===== config.mk =====
export PLATFORM = sky130hd
export DESIGN_NAME = multicycle_sequencer
export DESIGN_NICKNAME = d
export VERILOG_FILES = /design/src/rtl/multicycle_sequencer.sv
export SDC_FILE = /design/constraint.sdc
export NUM_CORES = 1
export LEC_CHECK = 0
export ABC_AREA = 0
export BUFFER_PORTS_ARGS = -buffer_cell sky130_fd_sc_hd__buf_2
export CAP_MARGIN = 30
export CORE_MARGIN = 3
export CORE_UTILIZATION = 52
export CTS_CLUSTER_SIZE = 30
export DETAILED_ROUTE_END_ITERATION = 7
export GPL_TIMING_DRIVEN = 0
export PLACE_DENSITY = 0.79
export REMOVE_ABC_BUFFERS = 1
export SETUP_SLACK_MARGIN = 0.02
export SLEW_MARGIN = 25
export SYNTH_ARGS = -nofsm -noshare
export SYNTH_HDL_FRONTEND = slang
export SYNTH_SLANG_ARGS = --single-unit

===== constraint.sdc =====
create_clock -name clk -period 2.6 [get_ports clk]
set_clock_uncertainty 0.15 [all_clocks]
set_input_delay 0.13 -clock clk [delete_from_list [all_inputs] [get_ports clk]]
set_output_delay 0.13 -clock clk [all_outputs]
set_load 0.01 [all_outputs]

===== src/rtl/multicycle_sequencer.sv =====
// multicycle_sequencer: RV32I multicycle control FSM (fetch..writeback) with MemReq/MemReady wait states, sticky illegal-op trap and retired-instruction counter
module multicycle_sequencer #(
  parameter int CNT_W = 32
) (
  input  logic             clk,
  input  logic             reset,
  input  logic [6:0]       Op,
  input  logic             MemReady,
  output logic             PCUpdate,
  output logic             Branch,
  output logic             IRWrite,
  output logic             AdrSrc,
  output logic             MemReq,
  output logic             MemWrite,
  output logic             RegWrite,
  output logic [1:0]       ALUSrcA,
  output logic [1:0]       ALUSrcB,
  output logic [1:0]       ResultSrc,
  output logic [1:0]       ALUOp,
  output logic             Trap,
  output logic [3:0]       State,
  output logic [CNT_W-1:0] Retired
);
  typedef enum logic [3:0] {
    FETCH, DECODE, MEMADR, MEMREAD, MEMWB, MEMWRITE,
    EXECR, EXECI, ALUWB, BEQ, JAL, TRAP
  } state_t;
  state_t state, next;
  logic retire;
  always_ff @(posedge clk)
    if (!reset) begin
      state   <= FETCH;
      Retired <= '0;
    end else begin
      state <= next;
      if (retire) Retired <= Retired + 1'b1;
    end
  assign retire = state == MEMWB || state == ALUWB || state == BEQ || (state == MEMWRITE && MemReady);
  assign Trap   = state == TRAP;
  assign State  = state;
  always_comb begin
    next = FETCH;
    case (state)
      FETCH:    next = MemReady ? DECODE : FETCH;
      DECODE:   next = (Op == 7'b0000011 || Op == 7'b0100011) ? MEMADR :
                       Op == 7'b0110011 ? EXECR :
                       Op == 7'b0010011 ? EXECI :
                       Op == 7'b1100011 ? BEQ :
                       Op == 7'b1101111 ? JAL : TRAP;
      MEMADR:   next = Op == 7'b0000011 ? MEMREAD : MEMWRITE;
      MEMREAD:  next = MemReady ? MEMWB : MEMREAD;
      MEMWRITE: next = MemReady ? FETCH : MEMWRITE;
      EXECR:    next = ALUWB;
      EXECI:    next = ALUWB;
      JAL:      next = ALUWB;
      TRAP:     next = TRAP;
      default:  next = FETCH;
    endcase
  end
  always_comb begin
    PCUpdate  = 1'b0;
    Branch    = 1'b0;
    IRWrite   = 1'b0;
    AdrSrc    = 1'b0;
    MemReq    = 1'b0;
    MemWrite  = 1'b0;
    RegWrite  = 1'b0;
    ALUSrcA   = 2'b00;
    ALUSrcB   = 2'b00;
    ResultSrc = 2'b00;
    ALUOp     = 2'b00;
    case (state)
      FETCH: begin
        MemReq    = 1'b1;
        IRWrite   = MemReady;
        PCUpdate  = MemReady;
        ALUSrcB   = MemReady ? 2'b10 : 2'b00;
        ResultSrc = MemReady ? 2'b10 : 2'b00;
      end
      DECODE: begin
        ALUSrcA = 2'b01;
        ALUSrcB = 2'b01;
      end
      MEMADR: begin
        ALUSrcA = 2'b10;
        ALUSrcB = 2'b01;
      end
      MEMREAD: begin
        MemReq = 1'b1;
        AdrSrc = 1'b1;
      end
      MEMWB: begin
        ResultSrc = 2'b01;
        RegWrite  = 1'b1;
      end
      MEMWRITE: begin
        MemReq   = 1'b1;
        MemWrite = 1'b1;
        AdrSrc   = 1'b1;
      end
      EXECR: begin
        ALUSrcA = 2'b10;
        ALUOp   = 2'b10;
      end
      EXECI: begin
        ALUSrcA = 2'b10;
        ALUSrcB = 2'b01;
        ALUOp   = 2'b10;
      end
      ALUWB: RegWrite = 1'b1;
      BEQ: begin
        ALUSrcA = 2'b10;
        ALUOp   = 2'b01;
        Branch  = 1'b1;
      end
      JAL: begin
        ALUSrcA  = 2'b01;
        ALUSrcB  = 2'b10;
        PCUpdate = 1'b1;
      end
      default: ;
    endcase
    if (!reset) begin
      PCUpdate = 1'b0;
      Branch   = 1'b0;
      IRWrite  = 1'b0;
      MemReq   = 1'b0;
      MemWrite = 1'b0;
      RegWrite = 1'b0;
    end
  end
endmodule


# Word-level counts from Yosys, hierarchy flattened
# Index checks and enable logic that the tools add are counted.
word_totals:
  reg_bits: 36
  latch_bits: 0
  ram_bits: 0
  romBits: 0
  elab_cells: 62
  memories: 0
op_classes:
  add_sub_neg: 1
  n_mul: 0
  div_mod_pow: 0
  magnitude_cmp: 0
  eq_ne: 17
  shift: 0
  n_mux: 28
  n_bitwise: 0
  n_reduce_logical: 14
ops:
  columns: ["cell", "count"]
  rows:
  - ["adder 32 x 1 -> 32 bit, second input constant", 1]
  - ["case mux 4 bit (7 select lines)", 1]
  - ["== test 4 x 3 -> 1 bit, second input constant", 4]
  - ["== test 4 bit, second input constant", 4]
  - ["== test 7 x 6 -> 1 bit, second input constant", 2]
  - ["== test 7 bit, second input constant", 2]
  - ["2-to-1 mux 1 bit", 14]
  - ["2-to-1 mux 4 bit", 3]
  - ["case mux 2 bit (2 select lines)", 3]
  - ["2-to-1 mux 3 bit", 3]
  - ["OR reduction 3 bit", 3]
  - ["== test 4 x 2 -> 1 bit, second input constant", 2]
  - ["OR reduction 2 bit", 4]
  - ["== test 7 x 2 -> 1 bit, second input constant", 1]
  - ["== test 7 x 5 -> 1 bit, second input constant", 1]
  - ["case mux 2 bit (3 select lines)", 1]
  - ["== test 4 x 1 -> 1 bit, second input constant", 1]
  - ["zero test 4 bit", 1]
  - ["logical OR 1 bit", 4]
  - ["2-to-1 mux 2 bit", 2]
  - ["OR reduction 4 bit", 1]
  - ["case mux 1 bit (2 select lines)", 1]
  - ["logical AND 1 bit", 1]

# Longest topological paths before layout
# Gate-level depths: netlist (run 1).
depth:
  depth_word: 7
  ltp_mapped: 7
  depth_no_buf: 5

# Worst setup path before layout (run 1)
# OpenSTA, ideal clock, no wires.
synth_path:
  path_type: "reg-to-reg"
  from: "register Retired[0]"
  to: "register Retired[18]"
  setup_ns: 0.115
  t_arrival_ns: 1.692
  t_required_ns: 2.335
  setup_slack_ns: 0.643
  path_stages_with_launch: 8
  path_buffers: 2
  path_cell_list: "dfxtp_1 > ha_1 > or3b_1 > buf_2 > buf_6 > nor4_2 > xor2_1 > and2_1"
synth_between:
  elab_chain_cells: 1
synth_rtl:
  columns: ["element", "line_no", "rtl"]
  rows:
  - ["start, declared", "22", "output logic [CNT_W-1:0] Retired"]
  - ["start signal, assigned", "36", "if (retire) Retired <= Retired + 1'b1;"]
  - ["adder 32 x 1 -> 32 bit", "36", null]
# No other way between the ends.
# A chain may end at the register's enable or synchronous reset.

# Worst setup path after layout (run 1)
layout_path:
  from: "register state[1] (netlist: State[1])"
  to: "register Retired[30]"
layout_between:
  elab_chain_cells: 4
  elab_cells_between_ends: 8
  classes_between: "eq/ne: 4; reduce/logical: 4"
layout_rtl:
  columns: ["element", "line_no", "rtl"]
  rows:
  - ["start, declared", "28", "state_t state, next;"]
  - ["start signal, assigned", "35", "state <= next;"]
  - ["== test 4 x 3 -> 1 bit / == test 4 bit (equally long branches)", "38", "assign retire = state == MEMWB || state == ALUWB || state == BEQ || (state == MEMWRITE && MemReady);"]
  - ["logical OR 1 bit (2 in a row)", "38", null]
  - ["logical OR 1 bit (*)", "38", null]
# Mark *: on every way between the ends. The rest lies on a longest branch, timed or not.

==> metrics, run 1 <==
Die Height 70.6 um; fillers 317; # diodes 0; cell taking the most area after synthesis dfxtp_1; first-pass GRT wire length 8.02 mm; crit-path max FO 25; pwr/cell area 737 mW/mm^2; top cells by count, synth 36 x dfxtp_1, 27 x and2_1, 25 x xor2_1; Synth area leaders dfxtp_1 33%, xor2_1 10%, and2_1 7.8%; Post-Syn Area 0.00217 mm^2; Crit Path Class register to register; # clock sinks 36; DPL Wire Length 3.20 mm; area occupied by multi-input gates 0.00135 mm^2; Primary FF master, synth dfxtp_1; WL/cell 13.4 um; chip width 70.6 um; fin cells 356; min-delay src Op[5]; routed vias/inst 5.60; register bit total from synthesis 36; Pleak 1.29 nW; Synth Instances 254; final hold violation count 0; run status finished clean; antenna-violating nets left 0; starting density of the core 56.6%; max-cap violation count 0; root buffer selected by CTS clkbuf_8; drt initial violations 97; port bufs 61; clk_lat worst skew 0.29 ns; Syn Area/Cell 8.53 um^2; Final Routed Wirelength 4.77 mm; CTS tree yes; Post-CTS Setup Bufs 0; share of the synthesized area in the top cell type 33.3%; drt drc 0; max frequency 430 MHz; placed cells 347; fin crit share 89.4%; Distinct cells, synth 44; initial antenna violation count 0; max-slew violation count 0; Vias 1992; worst relative slew slack 44.3%; Max H-tree Level 2; IO Count 62; Setup TNS 0 ns; crit path launch type register; All-Layer GR Usage 19.7%; global route total overflow 0; final setup fails 0; number of enable flip-flop cells after synthesis 0; RSZ-0062 raised after global routing no; fin util 68.3%; vias in the first global route 1746; Area Overhead vs Synth 20.6%; Worst R2R Start State[1]$_SDFF_PN0_; Die ar. 0.00498 mm^2; CP Data Arrival Time 2.36 ns; top-count cell post-synth dfxtp_1; Layout Nets 318; Worst setup EP type register; Clock Path Buffers 2; layout cells sized above 1 26.6%; Overall Power 1.93 mW; yosys warns 0; Hold WC Path Type input port to register; Num CTS Buffers 5; worst slack, placed 0.269 ns; crit path from State[1]$_SDFF_PN0_; largest net degree at the start of global routing 43; crit path setup slack, layout 0.275 ns; core area 0.00383 mm^2; gpl congestion 0.863; drt first pass iters 4; Tmin final 2.33 ns; CTS clk-pin slew, worst paths 0.07 ns; Worst-Margin Slew 0.835 ns; row cnt 22; Reg area 722 um^2; peak supply drop 0.589 mV; async set-reset flop share out of synthesis 0%; worst path required time 2.63 ns; sequential cell area fraction in the yosys report 33.3%
worst paths after layout:
check	endpoint	slack, ns	cells past startpoint
worst max register to register	Retired[30]$_SDFFE_PN0P_	0.27	4
worst min-delay path	State[1]$_SDFF_PN0_	0.03	3
worst min register to register	Retired[31]$_SDFFE_PN0P_	0.34	2
worst max-delay path	Retired[30]$_SDFFE_PN0P_	0.27	4
through the flow:
step	hold WS [ns]	instance area, um^2
after floorplan	0.102	2080
after global placement	0.297	2440
after detailed placement	0.315	2440
after CTS	0.0198	2610
after global routing	0.0376	2610
final	0.0308	2610
metal layers:
| metal | wire [um] | GRT usage [%] | share of wire, % | vias up |
|---|---|---|---|---|
| met5 | 0 | 0 | 0 | - |
| met4 | 55 | 6.05 | 1.2 | 0 |
| met3 | 258 | 6.11 | 5.4 | 5 |
| met2 | 2240 | 31.1 | 47 | 52 |
| met1 | 2210 | 26.0 | 46 | 935 |
| li1 | - | - | - | 1000 |
registers in the layout (all words and copies together), names as in the netlist:
register / count
Retired: 32
State: 4
report_power, final:
part,leakage (nW),internal [mW],switching (mW)
clock,0.0784,0.480,0.202
sequential,0.291,0.583,0.101
combinational,0.921,0.223,0.337
worst max-delay path: stages (launching register included):
cell	delay, ns
dfxtp_1	0.58
or3b_1	0.76
nor4b_1	0.49
xnor2_1	0.17
nor2b_1	0.06
cells in the final DEF, fill, tap and decap left out, drive strengths merged, types with 9 or more instances in the layout:
| cell type | n |
|---|---|
| nand2b | 10 |
| nor3 | 9 |
| nor2 | 16 |
| buf | 61 |
| nand3 | 11 |
| xor2 | 25 |
| nor4 | 12 |
| and2 | 27 |
| dfxtp | 36 |
| nand2 | 24 |
layout make-up:
cell class,instances,share of cell area (%)
Multi-Input combinational cell,200,51.6
Sequential cell,36,27.6
Timing Repair Buffer,62,12.1
Clock inverter,3,3.45
Clock buffer,5,2.63
Tap cell,48,2.30
Inverter,2,0.287
logic make-up (layout without fill, tap and decap cells):
kind of cell	after synthesis	in the layout	share of synthesized area [%]
flip-flops	36	36	33.3
XOR/XNOR	27	27	10.9
buffers and inverters	18	72	4.50
adder cells (fa/ha/maj)	1	1	0.577
multiplexers	6	6	2.77
AO/OA/AOI/OAI	22	22	7.10
AND/OR/NAND/NOR	144	144	40.9
timing repair:
item	4_1_cts	5_1_grt
endpoints found under the hold margin	1	0
resized for setup	0	1
hold buffers	1	0
endpoints found under the setup margin	0	1
No activity file was read; power rests on OpenSTA's default activity.
==> run 2, diff against run 1 <==
- RECOVER_POWER: unset -> 100
==> metrics, run 2 (synthesis gave the netlist of run 1 again) <==
Worst-Margin Slew 0.830 ns (was 0.835 ns); drt drc 0 (unchanged); layout cells sized above 1 7.79% (was 26.6%); core area 0.00383 mm^2 (unchanged); initial antenna violation count 0 (unchanged); Max H-tree Level 2 (unchanged); CTS tree yes (unchanged); row cnt 22 (unchanged); Post-CTS Setup Bufs 0 (unchanged); Psw 0.626 mW (was 0.640 mW); Setup TNS 0 ns (unchanged); Area Overhead vs Synth 15.1% (was 20.6%); gpl congestion 0.863 (unchanged); crit-path max FO 25 (unchanged); fin cells 356 (unchanged); Worst R2R Setup Slack 0.31 ns (was 0.27 ns); peak supply drop 0.547 mV (was 0.589 mV); fin area 0.00249 mm^2 (was 0.00261 mm^2); placed cell areas 0.00244 mm^2 (unchanged); # clock sinks 36 (unchanged); final setup fails 0 (unchanged); largest net degree at the start of global routing 43 (unchanged); chip width 70.6 um (unchanged); Net Sw Frac 33.2% (about the same); sequential power share 36.3% (was 35.5%); Reg with most FFs Retired (unchanged); All-Layer GR Usage 19.7% (unchanged); met3 WL 264 um (was 258 um); Post-Route M1 WL 2.22 mm (was 2.21 mm); crit path launch type register (unchanged); Worst setup EP type register (unchanged); Pleak 1.04 nW (was 1.29 nW); CP Data Arrival Time 2.34 ns (was 2.36 ns); Die Height 70.6 um (unchanged); commonest non-fill, non-tap cells in the layout 50 x clkbuf_1, 35 x dfxtp_1, 25 x xor2_1, 24 x nand2_1, 18 x and2_0 (was 61 x buf_2, 35 x dfxtp_1, 27 x and2_1, 25 x xor2_1, 24 x nand2_1); max frequency 436 MHz (was 430 MHz); internal power contribution 1.26 mW (was 1.29 mW); antenna-violating nets left 0 (unchanged); Vias 1994 (was 1992); Overall Power 1.89 mW (was 1.93 mW); RSZ-0062 raised after global routing no (unchanged); max-cap violation count 0 (unchanged); Die ar. 0.00498 mm^2 (unchanged); Hold WC Path Type input port to register (unchanged); root buffer selected by CTS clkbuf_8 (unchanged); final hold violation count 0 (unchanged); most common cell after layout, fill and taps aside clkbuf_1 (was buf_2); Layout Nets 318 (unchanged); # diodes 0 (unchanged); Crit Path Class register to register (unchanged); worst relative slew slack 44.6% (was 44.3%); routed vias/inst 5.60 (about the same); Final Routed Wirelength 4.76 mm (was 4.77 mm); top sig layer met4 (unchanged); drt first pass iters 4 (unchanged); Clock Path Buffers 2 (unchanged); met2 routed WL 2.22 mm (was 2.24 mm); pwr/cell area 757 mW/mm^2 (was 737 mW/mm^2); global route total overflow 0 (unchanged); worst path required time 2.65 ns (was 2.63 ns); port bufs 61 (unchanged); DPL Wire Length 3.20 mm (unchanged); fin crit share 88.1% (was 89.4%); run status finished clean (unchanged); CTS clk-pin slew, worst paths 0.08 ns (was 0.07 ns); drt initial violations 123 (was 97); logic gate share of total power 27.6% (was 29.1%); Num CTS Buffers 5 (unchanged); first-pass GRT wire length 8.02 mm (unchanged); placed cells 347 (unchanged); WL/cell 13.4 um (about the same); max-slew violation count 0 (unchanged); vias in the first global route 1746 (unchanged); IO Count 62 (unchanged); clk_lat worst skew 0.29 ns (about the same); starting density of the core 56.6% (unchanged); clock power share 36.1% (was 35.4%); max reg flops 32 (unchanged); Tmin final 2.29 ns (was 2.33 ns)
==> run 2: routing by layer <==
layer	global-route usage, %	up-vias
met5	0	-
met4	6.05	0
met3	6.11	5
met2	31.1	53
met1	26.0	932
li1	-	1004
==> run 2: area by class of cell <==
| cell class | instances | area (um^2) |
|---|---|---|
| Timing Repair Buffer | 62 | 253 |
| Fill cell | 359 | 1330 |
| Sequential cell | 36 | 722 |
| Tap cell | 48 | 60.1 |
| Inverter | 2 | 7.51 |
| Multi-Input combinational cell | 200 | 1290 |
| Clock buffer | 5 | 68.8 |
| Clock inverter | 3 | 90.1 |
==> run 2: what timing repair did <==
action | CTS | global route
endpoints found under the setup margin | 0 | 1
resized for setup | 0 | 1
hold buffers | 1 | 0
endpoints found under the hold margin | 1 | 0
==> run 2: power by group through the flow <==
stage	logic [mW]	registers (mW)	clock network (mW)
global placement	0.553	0.694	0
floorplan	0.371	0.685	0
detailed placement	0.554	0.693	0
finish	0.522	0.685	0.681
CTS	0.559	0.681	0.690
global route	0.585	0.697	0.717
==> run 2: path summary, 6_finish.rpt <==
check	cells past startpoint	start	endpoint
setup reg to reg	4	State[1]$_SDFF_PN0_	Retired[26]$_SDFFE_PN0P_
hold / removal	3	Op[5]	State[1]$_SDFF_PN0_
setup / recovery	4	State[1]$_SDFF_PN0_	Retired[26]$_SDFFE_PN0P_
hold reg to reg	2	Retired[31]$_SDFFE_PN0P_	Retired[31]$_SDFFE_PN0P_
==> run 2: worst max-delay path: stages, from the launching register on <==
cell and delay, ns:
dfxtp_1 0.57, or3b_1 0.71, nor4_1 0.45, xor2_1 0.13, and2_1 0.17
==> run 2: through the flow <==
| stage | worst slack [ns] | utilization [%] | hold slack [ns] |
|---|---|---|---|
| final | 0.309 | 65.2 | 0.0315 |
| after global routing | 0.0969 | 65.2 | 0.0376 |
| after CTS | 0.247 | 68.2 | 0.0198 |
| after detailed placement | 0.269 | 63.8 | 0.315 |
| after global placement | 0.278 | 63.8 | 0.297 |
| after floorplan | 0.524 | - | 0.102 |
==> run 3, diff against run 2 <==
- CORE_UTILIZATION: 52 -> 56
- PLACE_DENSITY: 0.79 -> 0.84
- clock period: 2.6 -> 2.9 ns (I/O delays scaled with it)
==> metrics, run 3 (synthesis gave the netlist of run 1 again) <==
run status finished clean (unchanged); Reg2Reg Depth 5 (was 4); CP Data Arrival Time 2.35 ns (was 2.34 ns); antenna-violating nets left 0 (unchanged); Num CTS Buffers 5 (unchanged); All-Layer GR Usage 22.6% (was 19.7%); peak supply drop 0.537 mV (was 0.547 mV); Die ar. 0.00465 mm^2 (was 0.00498 mm^2); drt initial violations 97 (was 123); first-pass GRT wire length 7.98 mm (was 8.02 mm); CTS clk-pin slew, worst paths 0.07 ns (was 0.08 ns); Tmin final 2.31 ns (was 2.29 ns); clk_lat worst skew 0.29 ns (about the same); Area Overhead vs Synth 11.3% (was 15.1%); Setup TNS 0 ns (unchanged); Worst R2R Start State[2]$_SDFF_PN0_ (was State[1]$_SDFF_PN0_); # diodes 0 (unchanged); drt drc 0 (unchanged); Max H-tree Level 2 (unchanged); vias in the first global route 1853 (was 1746); Hold WC Path Type input port to register (unchanged); global route total overflow 0 (unchanged); number of stages on the worst setup path 5 (was 4); largest net degree at the start of global routing 43 (unchanged); Die Height 68.2 um (was 70.6 um); chip width 68.2 um (was 70.6 um); commonest non-fill, non-tap cells in the layout 51 x clkbuf_1, 36 x dfxtp_1, 25 x xor2_1, 24 x nand2_1, 17 x and2_0 (was 50 x clkbuf_1, 35 x dfxtp_1, 25 x xor2_1, 24 x nand2_1, 18 x and2_0); core area 0.00352 mm^2 (was 0.00383 mm^2); CTS tree yes (unchanged); worst-path cell chain nand2b_1 -> o21a_2 -> nor4_1 -> xor2_1 -> and2_1 (was or3b_1 -> nor4_1 -> xor2_1 -> and2_1); CP delay by family, top simple AND/OR/NAND/NOR gates (unchanged); Bufs and invs on worst path 0 (unchanged); crit path launch type register (unchanged); pwr/cell area 600 mW/mm^2 (was 757 mW/mm^2); initial antenna violation count 0 (unchanged); Pleak 1.01 nW (was 1.04 nW); Post-CTS Setup Bufs 0 (unchanged); root buffer selected by CTS clkbuf_8 (unchanged); DPL Wire Length 3.39 mm (was 3.20 mm); fin crit share 79.8% (was 88.1%); reg2reg end Retired[12]$_SDFFE_PN0P_ (was Retired[26]$_SDFFE_PN0P_); max frequency 432 MHz (was 436 MHz); crit path from State[2]$_SDFF_PN0_ (was State[1]$_SDFF_PN0_); gpl congestion 0.865 (was 0.863); WL/cell 13.8 um (was 13.4 um); Max stage delay cell, worst path dfxtp_1 (was or3b_1); delay of the slowest cell on the worst path 0.64 ns (was 0.71 ns); max-cap violation count 0 (unchanged); Worst R2R Setup Slack 0.59 ns (was 0.31 ns); row cnt 21 (was 22); Critical Path End Retired[12]$_SDFFE_PN0P_ (was Retired[26]$_SDFFE_PN0P_); worst relative slew slack 42.6% (was 44.6%); min-delay src Op[4] (was Op[5]); Layout Nets 317 (was 318); layout cells sized above 1 7.17% (was 7.79%); CTS Hold Bufs 0 (was 1); max-slew violation count 0 (unchanged); Overall Power 1.45 mW (was 1.89 mW); max reg flops 32 (unchanged); RSZ-0062 raised after global routing no (unchanged); Reg with most FFs Retired (unchanged); Vias 2004 (was 1994); # clock sinks 36 (unchanged); Crit Path Class register to register (unchanged); Worst setup EP type register (unchanged); Clock Path Buffers 2 (unchanged); starting density of the core 61.5% (was 56.6%); Final Routed Wirelength 4.86 mm (was 4.76 mm); worst path required time 2.93 ns (was 2.65 ns); final hold violation count 0 (unchanged); Worst-Margin Slew 0.859 ns (was 0.830 ns); most common cell after layout, fill and taps aside clkbuf_1 (unchanged); post-cts sizing count 0 (unchanged); drt first pass iters 5 (was 4); Hold Slack 0.0271 ns (was 0.0315 ns); routed vias/inst 5.68 (was 5.60); crit-path max FO 29 (was 25); port bufs 61 (unchanged); IO Count 62 (unchanged); final setup fails 0 (unchanged)
-- run 3: metrics by stage --
step | cell area [um^2] | setup slack (ns) | std cells | util [%]
after floorplan | 2080 | 0.824 | 238 | -
after global placement | 2440 | 0.593 | 345 | 69.3
after detailed placement | 2440 | 0.574 | 345 | 69.3
after CTS | 2530 | 0.548 | 353 | 71.9
after global routing | 2410 | 0.332 | 353 | 68.5
final | 2410 | 0.587 | 353 | 68.5
-- run 3: how the worst min path moves through the flow --
stage                                     to  slack [ns]  cells past startpoint
floorplan            Retired[0]$_SDFFE_PN0P_        0.12                      1
global placement    Retired[31]$_SDFFE_PN0P_        0.30                      2
detailed placement       State[2]$_SDFF_PN0_        0.33                      3
CTS                      State[2]$_SDFF_PN0_        0.01                      3
global route             State[1]$_SDFF_PN0_        0.02                      3
finish                   State[2]$_SDFF_PN0_        0.03                      3
-- run 3: where the power goes --
group,switching [mW],internal (mW),leakage (nW),total (mW)
Sequential,0.0922,0.522,0.290,0.614
Clock,0.177,0.189,0.0510,0.366
Combinational,0.292,0.176,0.666,0.468
-- run 3: cell type report --
type | instances | area, um^2
Multi-Input combinational cell | 200 | 1290
Fill cell | 339 | 1110
Sequential cell | 36 | 721
Timing Repair Buffer | 61 | 241
Clock buffer | 6 | 82.6
Tap cell | 46 | 57.6
Clock inverter | 2 | 10.0
Inverter | 2 | 7.51
-- run 3: tightest hold or removal path, cell delays in order --
cell     delay [ns]
buf_2          0.13
nand3_1        0.07
a31oi_1        0.07
-- run 3: per-layer routing --
metal / wire [um] / GRT usage (%)
met1: 2220 / 27.8
met4: 69 / 9.43
met2: 2240 / 36.6
met5: 0 / 0
met3: 331 / 6.73
